==> config.mk <==
export PLATFORM = sky130hd
export DESIGN_NAME = pipe_hazard_unit
export DESIGN_NICKNAME = d
export VERILOG_FILES = /design/src/rtl/pipe_pkg.sv /design/src/rtl/pipe_fwd_match.sv /design/src/rtl/pipe_hazard_unit.sv
export SDC_FILE = /design/constraint.sdc
export NUM_CORES = 1
export LEC_CHECK = 0
export ABC_AREA = 1
export CORE_ASPECT_RATIO = 1.1
export CORE_MARGIN = 2
export CORE_UTILIZATION = 30
export CTS_CLUSTER_DIAMETER = 30
export DETAILED_ROUTE_END_ITERATION = 10
export HOLD_SLACK_MARGIN = 0.12
export PLACE_DENSITY_LB_ADDON = 0.25
export SYNTH_ARGS = -nofsm -noshare
export SYNTH_HDL_FRONTEND = slang
export SYNTH_SLANG_ARGS = --single-unit
==> constraint.sdc <==
create_clock -name clk -period 2.1 [get_ports clk]
set_input_delay 0.42 -clock clk [delete_from_list [all_inputs] [get_ports clk]]
set_output_delay 0.42 -clock clk [all_outputs]
set_load 0.1 [all_outputs]
==> src/rtl/pipe_pkg.sv <==
// Shared types for the pipeline hazard controller: scoreboard entry layout and
// forwarding-select constants.
package pipe_pkg;

  localparam int SB_AW = 8;

  typedef struct packed {
    logic             valid;
    logic             wr_en;
    logic [SB_AW-1:0] addr;
    logic             is_load;
  } sb_entry_t;

  typedef logic [7:0] fwd_sel_t;

  localparam fwd_sel_t  FWD_NONE  = '0;
  localparam sb_entry_t SB_BUBBLE = '0;

  // Register 0 is hard-wired, so a write to it is never a forwarding source.
  function automatic logic sb_hit(input sb_entry_t e, input logic [SB_AW-1:0] a);
    return e.valid && e.wr_en && (e.addr == a) && (a != '0);
  endfunction

endpackage

==> src/rtl/pipe_fwd_match.sv <==
// Single read-port priority matcher: picks the youngest in-flight producer of
// the port's register and reports a load that is still too young to forward.
module pipe_fwd_match
  import pipe_pkg::*;
#(
  parameter int REG_AW    = 5,
  parameter int FWD_DEPTH = 2,
  parameter int SELW      = 2
) (
  input  logic                  [REG_AW-1:0] i_addr,
  input  logic                               i_used,
  input  sb_entry_t [FWD_DEPTH-1:0]          i_sb,
  output logic                  [SELW-1:0]   o_sel,
  output logic                               o_load_hit
);

  logic w_found;

  // Lowest index is the youngest producer; a load only has data from MEM/WB on.
  always_comb begin
    o_sel      = FWD_NONE[SELW-1:0];
    o_load_hit = 1'b0;
    w_found    = 1'b0;
    for (int j = 0; j < FWD_DEPTH; j++) begin
      if (!w_found && i_used && sb_hit(i_sb[j], SB_AW'(i_addr))) begin
        w_found = 1'b1;
        if (i_sb[j].is_load && (j + 1 < 2))
          o_load_hit = 1'b1;
        else
          o_sel = SELW'(j + 1);
      end
    end
  end

endmodule

==> src/rtl/pipe_hazard_unit.sv <==
// In-order pipeline hazard controller: forwarding selects, load-use stall and
// redirect flush. Define PIPE_HAZARD_STATS_EN to add stall/flush cycle counters.
module pipe_hazard_unit
  import pipe_pkg::*;
#(
  parameter int REG_AW        = 5,
  parameter int NUM_RD        = 2,
  parameter int FWD_DEPTH     = 2,
  parameter int RESOLVE_STAGE = 1,
  parameter int SELW          = $clog2(FWD_DEPTH + 1)
) (
  input  logic                     clk,
  input  logic                     rst_n,
  input  logic                     id_valid,
  input  logic [NUM_RD*REG_AW-1:0] id_rd_addr,
  input  logic [NUM_RD-1:0]        id_rd_used,
  input  logic                     id_wr_en,
  input  logic [REG_AW-1:0]        id_wr_addr,
  input  logic                     id_is_load,
  input  logic                     redirect,
  output logic [NUM_RD*SELW-1:0]   ex_fwd_sel,
  output logic                     stall,
  output logic                     flush
`ifdef PIPE_HAZARD_STATS_EN
  ,
  output logic [31:0]              stall_cnt,
  output logic [31:0]              flush_cnt
`endif
);

  // Entries older than the last forwarding stage never feed a select, so the
  // stored window ends at FWD_DEPTH-1.
  sb_entry_t [FWD_DEPTH-1:0] r_sb;
  sb_entry_t [FWD_DEPTH-1:0] w_sb_next;
  logic [NUM_RD*SELW-1:0]    r_ex_fwd_sel;
  logic [NUM_RD*SELW-1:0]    w_sel_raw;
  logic [NUM_RD*SELW-1:0]    w_sel_next;
  logic [NUM_RD-1:0]         w_load_hit;
  logic                      w_stall;
  logic                      w_flush;

  for (genvar p = 0; p < NUM_RD; p++) begin : g_port
    pipe_fwd_match #(
      .REG_AW    (REG_AW),
      .FWD_DEPTH (FWD_DEPTH),
      .SELW      (SELW)
    ) u_match (
      .i_addr     (id_rd_addr[p*REG_AW +: REG_AW]),
      .i_used     (id_rd_used[p]),
      .i_sb       (r_sb),
      .o_sel      (w_sel_raw[p*SELW +: SELW]),
      .o_load_hit (w_load_hit[p])
    );
  end

  assign w_flush    = rst_n & redirect;
  assign w_stall    = rst_n & id_valid & ~redirect & (|w_load_hit);
  assign stall      = w_stall;
  assign flush      = w_flush;
  assign ex_fwd_sel = r_ex_fwd_sel;

  // Shift by one stage; on redirect, everything younger than the resolving
  // instruction is squashed as it moves down.
  always_comb begin
    w_sb_next    = r_sb;
    w_sb_next[0] = SB_BUBBLE;
    if (!w_stall && !w_flush) begin
      w_sb_next[0] = '{valid:   id_valid,
                       wr_en:   id_wr_en,
                       addr:    SB_AW'(id_wr_addr),
                       is_load: id_is_load};
    end
    for (int k = 1; k < FWD_DEPTH; k++) begin
      w_sb_next[k] = r_sb[k-1];
      if (w_flush && (k <= RESOLVE_STAGE))
        w_sb_next[k].valid = 1'b0;
    end
  end

  assign w_sel_next = (w_stall || w_flush || !id_valid) ? '0 : w_sel_raw;

  always_ff @(posedge clk or negedge rst_n) begin
    if (!rst_n) begin
      r_sb         <= '0;
      r_ex_fwd_sel <= '0;
    end else begin
      r_sb         <= w_sb_next;
      r_ex_fwd_sel <= w_sel_next;
    end
  end

`ifdef PIPE_HAZARD_STATS_EN
  logic [31:0] r_stall_cnt;
  logic [31:0] r_flush_cnt;

  always_ff @(posedge clk or negedge rst_n) begin
    if (!rst_n) begin
      r_stall_cnt <= '0;
      r_flush_cnt <= '0;
    end else begin
      if (w_stall && (r_stall_cnt != '1))
        r_stall_cnt <= r_stall_cnt + 32'd1;
      if (w_flush && (r_flush_cnt != '1))
        r_flush_cnt <= r_flush_cnt + 32'd1;
    end
  end

  assign stall_cnt = r_stall_cnt;
  assign flush_cnt = r_flush_cnt;
`endif

endmodule

Yosys cells after proc, flatten, opt, wreduce, memory -nomap -nowiden
Index checks and enable logic that the tools add are counted.

operators by class
  equality and inequality tests = 4
  muxes and demuxes = 13
  bitwise operators = 5
  reductions and logical operators = 27

operator list
  cell               count
  $eq 8x5->1         4
  $logic_and 1x1->1  17
  $mux 11            1
  $reduce_bool 5->1  2
  $mux 1             8
  $mux 2             3
  $logic_not 1->1    5
  $and 1x1->1        4
  $mux 4             1
  $logic_or 1x1->1   2
  $reduce_or 2->1    1
  $not 1->1          1

storage, ports and cells
  register bits = 25
  word-level logic and storage cells = 57

Depth between registers and ports, before layout
Gate-level depths: netlist of the first run.

  word-level depth = 10
  depth in mapped cells = 11

By module
Synthesis of the first run repeated with hierarchy kept, for this count alone.

second synthesis, totals
  cell total of the unflattened synthesis = 179
  area total of the unflattened synthesis = 1248.7 sq um

by module, submodules not included
  module            instances  cells an instance  area an instance (sq um)  seq. area each (sq um)
  pipe_hazard_unit  1          57                 655.6                     500.5
  pipe_fwd_match    2          61                 296.5                     0.0

Least setup slack after synthesis of the first run
No wires, ideal clock.

  kind = input to output
  from = input id_rd_addr[7]
  to = output stall
  arrival = 1.594 ns
  required time = 1.680 ns
  path slack = 0.086 ns
  stages on the path = 9
  cell sequence = inv_1 > nand2_1 > nand2_1 > nand2_1 > nor2_4 > nand3_2 > nand2_2 > nand2_4 > inv_1

between the ends
  word-level cells in the longest chain between the ends = 7
  elaborated cells on any way between the ends = 8

ends and longest elaborated chain
  element                RTL line                source
  start: declaration     pipe_hazard_unit.sv:15  input logic [NUM_RD*REG_AW-1:0] id_rd_addr,
  $eq 8x5->1             pipe_pkg.sv:21          return e.valid && e.wr_en && (e.addr == a) && (a != '0);
  $logic_and 1x1->1      pipe_pkg.sv:21
  $logic_and 1x1->1 (*)  pipe_pkg.sv:21
  $logic_and 1x1->1 (*)  pipe_fwd_match.sv:25    if (!w_found && i_used && sb_hit(i_sb[j], SB_AW'(i_addr))) begin
  $mux 1 (*)             pipe_fwd_match.sv:25
  $reduce_or 2->1 (*)    pipe_hazard_unit.sv:57  assign w_stall = rst_n & id_valid & ~redirect & (|w_load_hit);
  $and 1x1->1 (*)        pipe_hazard_unit.sv:57
  end: declaration       pipe_hazard_unit.sv:22  output logic stall,

Every way passes the cells marked *; elsewhere a longest branch is shown, timed or not.

Worst setup path after layout of the first run
  from = input rst_n
  to = output stall

between the ends
  word-level cells in the longest chain between the ends = 3

ends and longest elaborated chain
  element                   RTL line                source
  start: declaration        pipe_hazard_unit.sv:13  input logic rst_n,
  $and 1x1->1 (3 in a row)  pipe_hazard_unit.sv:57

Every way passes these cells.

==> results_dict.tcl, run 1 <==
set metrics [dict create \
    status "completed" \
    met1_length_um 897 \
    clkSinkCount 19 \
    area_delta_synth_final_pct 48.4 \
    synth_top_area_share_pct 44.0 \
    drive_gt1_share_pct 30.8 \
    overflow 0 \
    place_congestion 0.839 \
    setup.worst_path.start_class "input pin" \
    hold_class "flop to flop" \
    routed_via_density 4.20 \
    synth_most_common_cell "nand2_1" \
    avgSynthCellArea_um2 8.07 \
    tightest_slew_ns 0.416 \
    grt_pass1_wl_mm 4.05 \
    fin_crit_sh_pct 97.8 \
    wl_met3_um 86 \
    cts_tree "done" \
    drv_cap 0 \
    max_freq_mhz 487 \
    drt_iter0_markers 18 \
    ys_top_cells_by_count "nand2_1, inv_1, dfrtp_1, nor2_2, nor2_1" \
    std_cell_rows 22 \
    synth-adder-area-share_pct 0 \
    arrival_ns 1.63 \
    setup_slack_ns 0.0472 \
    htreeDepth 1 \
    syn_nets 157 \
    ys.flop_type "dfrtp_1" \
    synth_top_family_by_area "simple AND/OR/NAND/NOR gates" \
    clkTransAtPathRegs_ns 0.11 \
    synthSimpleGateAreaFrac_pct 37.3 \
    ios 29 \
    synth_edf_count 0 \
    die_h_um 67.0 \
    place_ws_ns -0.166 \
    power.density_nw_per_um2 481 \
    synth_mux_area_share_pct 0 \
    synth_compound_area_share_pct 0.463 \
    crit_type "input pin to output pin" \
    fin_util_pct 47.4 \
    syn_area_um2 1080 \
    core_area_um2 3390 \
    clock_path_buffers 2 \
    vias 978 \
    port_buffers 28 \
    yosysSeqAreaShare_pct 44.0 \
    ant_nets 0 \
    fin_nets 209 \
    crit_fanout 2 \
    maxSlewViolCount 0 \
    hp-start "r_sb[9]$_DFF_PN0_" \
    grt_pass1_vias 976 \
    dpl.hpwl_mm 1.98 \
    period_minus_slack_ns 2.05 \
    grtUsageTotal_pct 13.6 \
    p_leak_nw 0.827 \
    cts_buffers 3 \
    netlist_instances 134 \
    die-area_um2 4100 \
    initial_utilization_pct 31.9 \
    clock_power_share_pct 24.3 \
    critPathCaptureType "output pin" \
    antenna_found_initial 0 \
    ys.warnings.count 0 \
    startpoint "rst_n" \
    power_frac_comb_pct 24.0 \
    ctsHoldBuffers 0 \
    synth_top_area_cell "dfrtp_1" \
    clock_latency_ns 0.29 \
    intPower_mw 0.550 \
    fin_skew_ns 0.00308 \
    drcViolationCount 0 \
    finalSetupViolations 0 \
    highest_layer "met4" \
    drt_wl_total_mm 2.33 \
    switching_share_pct 28.7 \
    ys_ff_latch 19 \
    antenna_cells 0 \
    synthXorXnorAreaFrac_pct 8.91 \
    routed-wl-met2_mm 1.28 \
    power.net_switching_mw 0.221 \
    die_w_um 61.2 \
    root_buffer "clkbuf_4" \
    drtPass1Iterations 4 \
    netlist_top_cells_area "dfrtp_1, nand2_1, inv_1" \
    ys_types 19 \
    timing.rr.start "r_sb[3]$_DFF_PN0_" \
    rsz0062_at_grt "yes" \
    maxSlewHeadroom_pct 72.0 \
    hold_violations 0 \
    grt_max_degree 21 \
    async_flop_share_pct 100 \
    seq_power_share_pct 51.8 \
    ir_worst_vdd_mv 0.277 \
    wl_per_cell_um 10.0 \
    critPathRequiredTime_ns 1.68 \
]
[cell type report]
class                   count  area [um^2]
clock buffers               3         22.5
clock inverters             1         7.51
fillers                   354         1780
inverters                  27          104
multi-input cells          88          507
flip-flops and latches     19          475
well taps                  48         60.1
repair buffers             47          428
[worst max-delay path, cell delays in order]
cell and delay, ns:
clkdlybuf4s50_1 0.54, nand2_1 0.07, nor3_1 0.27, nand2_4 0.10
inv_4 0.07, buf_12 0.16
[registers in the layout, summed over array words and instances (netlist names)]
name / cells
ex_fwd_sel: 4
r_sb: 15
[cell families (layout without fill, tap and decap cells)]
kind of cell / Yosys count / count (layout)
simple gates: 76 / 76
buf+inv: 27 / 78
flops: 19 / 19
xor+xnor: 11 / 11
compound gates: 1 / 1
[per-stage QoR]
stage                     hold slack, ns  total power [mW]  cells  instance area [um^2]  setup TNS, ns
after detailed placement           0.370             0.592    226                  1550         -0.172
after global routing               0.409             0.821    233                  1600        -0.0581
final                              0.394             0.772    233                  1600              0
after CTS                          0.399             0.780    233                  1600              0
after global placement             0.360             0.588    226                  1550         -0.134
after floorplan                    0.124             0.490    134                  1080              0
[metal layers]
metal / GRT usage, % / vias to the layer above
li1: - / 500
met1: 15.2 / 454
met2: 24.1 / 20
met3: 1.75 / 4
met4: 7.88 / 0
met5: 0 / -
[power groups by stage]
stage	sequential (mW)	clock [mW]	combinational [mW]
2_1_floorplan	0.403	0	0.0871
3_3_place_gp	0.406	0	0.182
3_5_place_dp	0.407	0	0.185
4_1_cts	0.399	0.194	0.186
5_1_grt	0.402	0.212	0.207
6_report	0.399	0.187	0.185
[placed cells by master, fill, tap and decap left out, types with 7 or more instances in the layout]
cell / instances
nand2_1: 34
clkdlybuf4s50_1: 12
dfrtp_1: 19
inv_1: 20
dlygate4sd2_1: 10
nand3_1: 7
nor2_2: 12
nor2_1: 8
buf_4: 22
[final timing paths]
check | to | slack [ns] | cells after the start
setup / recovery | stall | 0.05 | 6
hold / removal | r_sb[20]$_DFF_PN0_ | 0.39 | 0
setup reg to reg | r_sb[10]$_DFF_PN0_ | 0.64 | 9
hold reg to reg | r_sb[20]$_DFF_PN0_ | 0.39 | 0
max in group asynchronous | ex_fwd_sel[2]$_DFF_PN0_ | 1.44 | 2
min in group asynchronous | r_sb[12]$_DFF_PN0_ | 0.50 | 2
[repair_timing]
item | CTS | global route
endpoints found under the setup margin | 2 | 2
pin swaps | 3 | 2
resized for setup | 12 | 4
cloned | 0 | 0
setup buffers | 3 | 0
No activity file was read; power rests on OpenSTA's default activity.
==> inputs of run 2 (changes only) <==
- clock period: 2.1 -> 1.91 ns (I/O delays scaled with it)
==> results_dict.tcl, run 2 (synthesized netlist as in run 1, its figures left out) <==
set metrics [dict create \
    status "finished, violations left" \
    violations "setup timing" \
    ir_worst_vdd_mv 0.263 \
    p_leak_nw 0.826 \
    max_stage_delay_ns 0.43 \
    startpoint "r_sb[4]$_DFF_PN0_" \
    globalRouteMet2Util_pct 24.6 \
    overflow 0 \
    crit_type "flop to output pin" \
    ios 29 \
    power.density_nw_per_um2 529 \
    std_cell_rows 22 \
    root_buffer "clkbuf_4" \
    clock_power_share_pct 25.1 \
    use_met3_pct 1.75 \
    drtPass1Iterations 4 \
    maxSlewViolCount 0 \
    grt_pass1_wl_mm 4.18 \
    fin_tns_setup_ns -0.0701 \
    area_delta_synth_final_pct 49.7 \
    fin_skew_ns 0.00496 \
    core_area_um2 3390 \
    die_h_um 67.0 \
    hold_class "flop to flop" \
    clock_latency_ns 0.30 \
    crit_fanout 3 \
    hold_violations 0 \
    rsz0062_at_grt "yes" \
    antenna_found_initial 0 \
    hp-start "r_sb[9]$_DFF_PN0_" \
    whs_ns 0.392 \
    power_frac_comb_pct 23.5 \
    worst_path_most_repeated_cell "nor2_1" \
    top_usage_layer "met2" \
    arrival_ns 1.60 \
    largest_register_ffs 15 \
    top_register "r_sb" \
    grtUsageMet1_pct 16.2 \
    critPathCaptureType "output pin" \
    place_congestion 0.859 \
    maxSlewHeadroom_pct 79.5 \
    ctsHoldBuffers 0 \
    critPathRequiredTime_ns 1.53 \
    finalSetupViolations 1 \
    htreeDepth 1 \
    ant_nets 0 \
    mostFrequentLayoutCells "nand2_1, buf_4, inv_1, dfrtp_1, clkdlybuf4s50_1" \
    layout.cells.most_common "nand2_1" \
    drv_cap 0 \
    port_buffers 28 \
    drive_gt1_share_pct 32.8 \
    die-area_um2 4100 \
    crit_chain "inv_2, nor2_1, nor2_1, nand2_1, nor2_4, nand3_2, nand2_2, nand2_4, clkinvlp_4, buf_12" \
    seq_power_share_pct 51.4 \
    timing.rr.start "r_sb[4]$_DFF_PN0_" \
    routed_via_density 4.09 \
    cts_buffers 3 \
    wl_per_cell_um 10.2 \
    power.net_switching_mw 0.253 \
    fin_crit_sh_pct 104 \
    intPower_mw 0.603 \
    grt_pass1_vias 972 \
    initial_utilization_pct 31.9 \
    clkSinkCount 19 \
    vias 958 \
    period_minus_slack_ns 1.98 \
    grt_max_degree 20 \
    setup_slack_ns -0.0701 \
    drt_iter0_markers 23 \
    worst_path_max_delay_cell "dfrtp_1" \
    die_w_um 61.2 \
    clock_path_buffers 2 \
    antenna_cells 0 \
    switching_share_pct 29.6 \
    clkTransAtPathRegs_ns 0.11 \
    dpl.hpwl_mm 2.01 \
    cts_tree "done" \
    fin_nets 210 \
    setup.worst_path.start_class "flop" \
    tightest_slew_ns 0.305 \
    grtUsageTotal_pct 14.1 \
    max_freq_mhz 505 \
    drt_wl_total_mm 2.38 \
    drcViolationCount 0 \
]
-- run 2: cell types whose count changed in the layout (fill, tap and decap cells not counted), moves of 2 or more --
| cell | delta |
|---|---|
| buf_4 | +2 |
| nor2_2 | -2 |
| nand2_1 | -2 |
| nand2_2 | +2 |
-- run 2: area by class of cell --
class                   count  area, um^2
well taps                  48        60.1
fillers                   338        1770
flip-flops and latches     19         475
clock inverters             1        7.51
inverters                  27         105
multi-input cells          88         519
clock buffers               3        22.5
repair buffers             48         428
-- run 2: final timing paths --
check                                           to  slack (ns)  cells after the start
max in group asynchronous       r_sb[12]$_DFF_PN0_        1.13                      3
min in group asynchronous        r_sb[0]$_DFF_PN0_        0.57                      3
hold / removal                  r_sb[20]$_DFF_PN0_        0.39                      0
setup / recovery                             stall       -0.07                     10
setup reg to reg           ex_fwd_sel[1]$_DFF_PN0_        0.46                     11
hold reg to reg                 r_sb[20]$_DFF_PN0_        0.39                      0
-- run 2: power by group through the flow --
stage / logic, mW / clock network (mW) / registers [mW]
after floorplan: 0.0958 / 0 / 0.443
after global placement: 0.204 / 0 / 0.447
after detailed placement: 0.207 / 0 / 0.448
after CTS: 0.200 / 0.223 / 0.440
after global routing: 0.225 / 0.246 / 0.443
final: 0.202 / 0.215 / 0.440
-- run 2: through the flow --
stage	setup slack [ns]	cell area, um^2	power (mW)	utilization, %	cells
final	-0.0701	1620	0.856	47.8	234
after global routing	-0.179	1620	0.914	47.8	234
after global placement	-0.217	1580	0.651	46.6	229
after floorplan	0.189	1080	0.539	-	134
after detailed placement	-0.217	1580	0.655	46.6	229
after CTS	-0.128	1600	0.863	47.1	233
-- run 2: per-layer routing --
metal  part of all wire [%]  wire [um]  vias up
met5                      0          0        -
met4                    1.4         34        0
met3                    3.4         80        2
met2                     55       1320       14
met1                     40        951      438
li1                       -          -      504
-- run 2: worst max-delay path: cells and delay by family, from the launching register on --
kind	cells	cell delay (ns)
simple gates	7	0.54
flops	1	0.43
buf+inv	3	0.32
-- run 2: repair_timing --
action                     CTS  global route
pin swaps                    3             4
setup endpoints to repair    1             1
resized for setup           11             5
setup buffers                0             1
==> RTL change: new RTL, flow settings as in run 1 <==
`REG_AW` is set to 5 in 2 places; all go to 6.
--- a/src/rtl/pipe_fwd_match.sv
+++ b/src/rtl/pipe_fwd_match.sv
@@ -5,3 +5,3 @@
 #(
-  parameter int REG_AW    = 5,
+  parameter int REG_AW    = 6,
   parameter int FWD_DEPTH = 2,
--- a/src/rtl/pipe_hazard_unit.sv
+++ b/src/rtl/pipe_hazard_unit.sv
@@ -5,3 +5,3 @@
 #(
-  parameter int REG_AW        = 5,
+  parameter int REG_AW        = 6,
   parameter int NUM_RD        = 2,
Interface: changed (resized id_rd_addr and id_wr_addr); port bits go from 29 to 32. No check against the original RTL was run, so the function may have changed too.
==> RTL change against run 1 <==
Clock power up 42%; area after synthesis up 3.7%; register-to-register slack worse by 0.13 ns; routed wire length up 20%; sequential cell count up 2; design area up 6.3%; hold slack better by 0.016 ns; worst setup slack better by 0.0056 ns; combinational power up 5%; fmax up 0.27%; total power up 17%; critical path depth up 2; largest cell class is now sequential cells.
==> RTL change: results (changes against run 1) <==
\begin{tabular}{lr}
\hline
Metric & Value \\
\hline
\multicolumn{2}{l}{\textbf{Placement}} \\
\quad Count of input and output buffers & 31 (+11\%) \\
\quad Placer Congestion & 0.872 (+3.9\%) \\
\quad Number of cells after detailed placement & 241 (+6.6\%) \\
\quad Placed wire-length estimate after detailed placement & 2230 um (+12\%) \\
\multicolumn{2}{l}{\textbf{Cells and area}} \\
\quad Max reg flops & 17 (+2) \\
\quad Layout cells sized above 1 & 23.3\% (-7.5 points) \\
\multicolumn{2}{l}{\textbf{STA}} \\
\quad Final clock skew & 0.00215 ns (-0.000934 ns) \\
\quad Actual slew at the worst max-slew pin & 0.273 ns (-0.143 ns) \\
\multicolumn{2}{l}{\textbf{Critical path}} \\
\quad Top fanout value on the critical path & 4 (+2) \\
\quad Critical path launch point & r\_sb[5] \\
\quad Startpoint of the worst-slack reg-to-reg timing path & r\_sb[5] \\
\multicolumn{2}{l}{\textbf{Clock network}} \\
\quad Clock latency at the later pin of the worst-skew pair & 0.26 ns (-0.03 ns) \\
\multicolumn{2}{l}{\textbf{GRT}} \\
\quad Number of global-route vias before repair & 1124 (+15\%) \\
\quad Overall fraction of global-route tracks in use & 14.6\% (+0.93 points) \\
\quad Global-route wire length before repair & 4710 um (+16\%) \\
\quad Pin count of the biggest net entering global routing & 22 (+4.8\%) \\
\multicolumn{2}{l}{\textbf{Detailed routing}} \\
\quad Number of DRC violations after detailed-routing iteration 0 & 56 (+38) \\
\quad Mean number of vias per cell & 4.28 (+2.0\%) \\
\multicolumn{2}{l}{\textbf{Status}} \\
\quad Result of the run & completed \\
\multicolumn{2}{l}{\textbf{Power and ir drop}} \\
\quad IR Drop Worst-Case VDD & 0.258 mV (-7.0\%) \\
\quad Leak Pwr & 0.898 nW (+8.5\%) \\
\quad Net switching fraction of the power & 26.9\% (-1.7 points) \\
\multicolumn{2}{l}{\textbf{Logic synthesis}} \\
\quad Top cells by area in the synthesized netlist & sky130\_fd\_sc\_hd\_\_dfrtp\_1 (47\%), sky130\_fd\_sc\_hd\_\_nand2\_1 (10\%), sky130\_fd\_sc\_hd\_\_nor2\_1 (9.4\%) \\
\quad Register area share after synthesis & 46.9\% (+2.9 points) \\
\quad Most common library cells after synthesis & sky130\_fd\_sc\_hd\_\_nand2\_1 (30), sky130\_fd\_sc\_hd\_\_nor2\_1 (28), sky130\_fd\_sc\_hd\_\_inv\_1 (27) \\
\hline
\end{tabular}
RTL change: final timing paths:
kind / slack [ns] / end
max reg2reg: 0.51 / r_sb[9]
min reg2reg: 0.41 / r_sb[20]
max: 0.05 / stall
max in group asynchronous: 1.22 / r_sb[4]
min: 0.41 / r_sb[20]
min in group asynchronous: 0.64 / r_sb[6]
RTL change: what timing repair did:
action,CTS,global route
gates cloned,0,0
resized for setup,17,5
hold buffers,0,0
buffers inserted,3,4
endpoints found under the setup margin,1,1
pin swaps,6,8
RTL change: cell families after synthesis:
family / synth area share (%)
flip-flops: 46.9
XOR/XNOR: 9.37
AND/OR/NAND/NOR: 31.5
AO/OA/AOI/OAI: 3.24
buffers and inverters: 9.04
RTL change: power groups by stage:
stage          sequential (mW)  clock (mW)  combinational, mW
2_1_floorplan            0.447           0             0.0818
3_3_place_gp             0.451           0              0.180
3_5_place_dp             0.452           0              0.184
4_1_cts                  0.444       0.279              0.185
5_1_grt                  0.448       0.292              0.216
6_report                 0.444       0.266              0.194
RTL change: area by class of cell:
class,count,area (um2)
clock buffers,3,41.3
flip-flops and latches,21,528
well taps,50,62.6
repair buffers,52,468
inverters,27,101
clock inverters,1,5.00
multi-input cells,98,499
fillers,367,1920
RTL change: per-stage QoR:
step / setup WS (ns) / hold WS (ns) / instance area (um2) / TNS, ns / power [mW]
final: 0.0528 / 0.410 / 1710 / 0 / 0.904
after CTS: 0.0280 / 0.418 / 1670 / 0 / 0.908
after detailed placement: -0.215 / 0.400 / 1610 / -0.216 / 0.636
after global placement: -0.193 / 0.364 / 1610 / -0.193 / 0.631
after floorplan: 0.0580 / 0.124 / 1120 / 0 / 0.528
after global routing: -0.0574 / 0.434 / 1710 / -0.0574 / 0.956
RTL change: metal layers:
metal  wire length, um  vias to the layer above  GRT usage [%]
met1              1130                      492           14.8
met4               117                        0           11.4
met3               117                        9           2.30
li1                  -                      552              -
met5                 0                        -              0
met2              1430                       26           27.6
RTL change: critical path: stages (launching register included):
cell and delay [ns]:
sky130_fd_sc_hd__dfrtp_1 0.43, sky130_fd_sc_hd__buf_6 0.14, sky130_fd_sc_hd__xor2_1 0.15, sky130_fd_sc_hd__nor2_2 0.11, sky130_fd_sc_hd__nand4_1 0.13, sky130_fd_sc_hd__nand2_1 0.11
sky130_fd_sc_hd__nand2_2 0.06, sky130_fd_sc_hd__inv_2 0.07, sky130_fd_sc_hd__buf_12 0.16
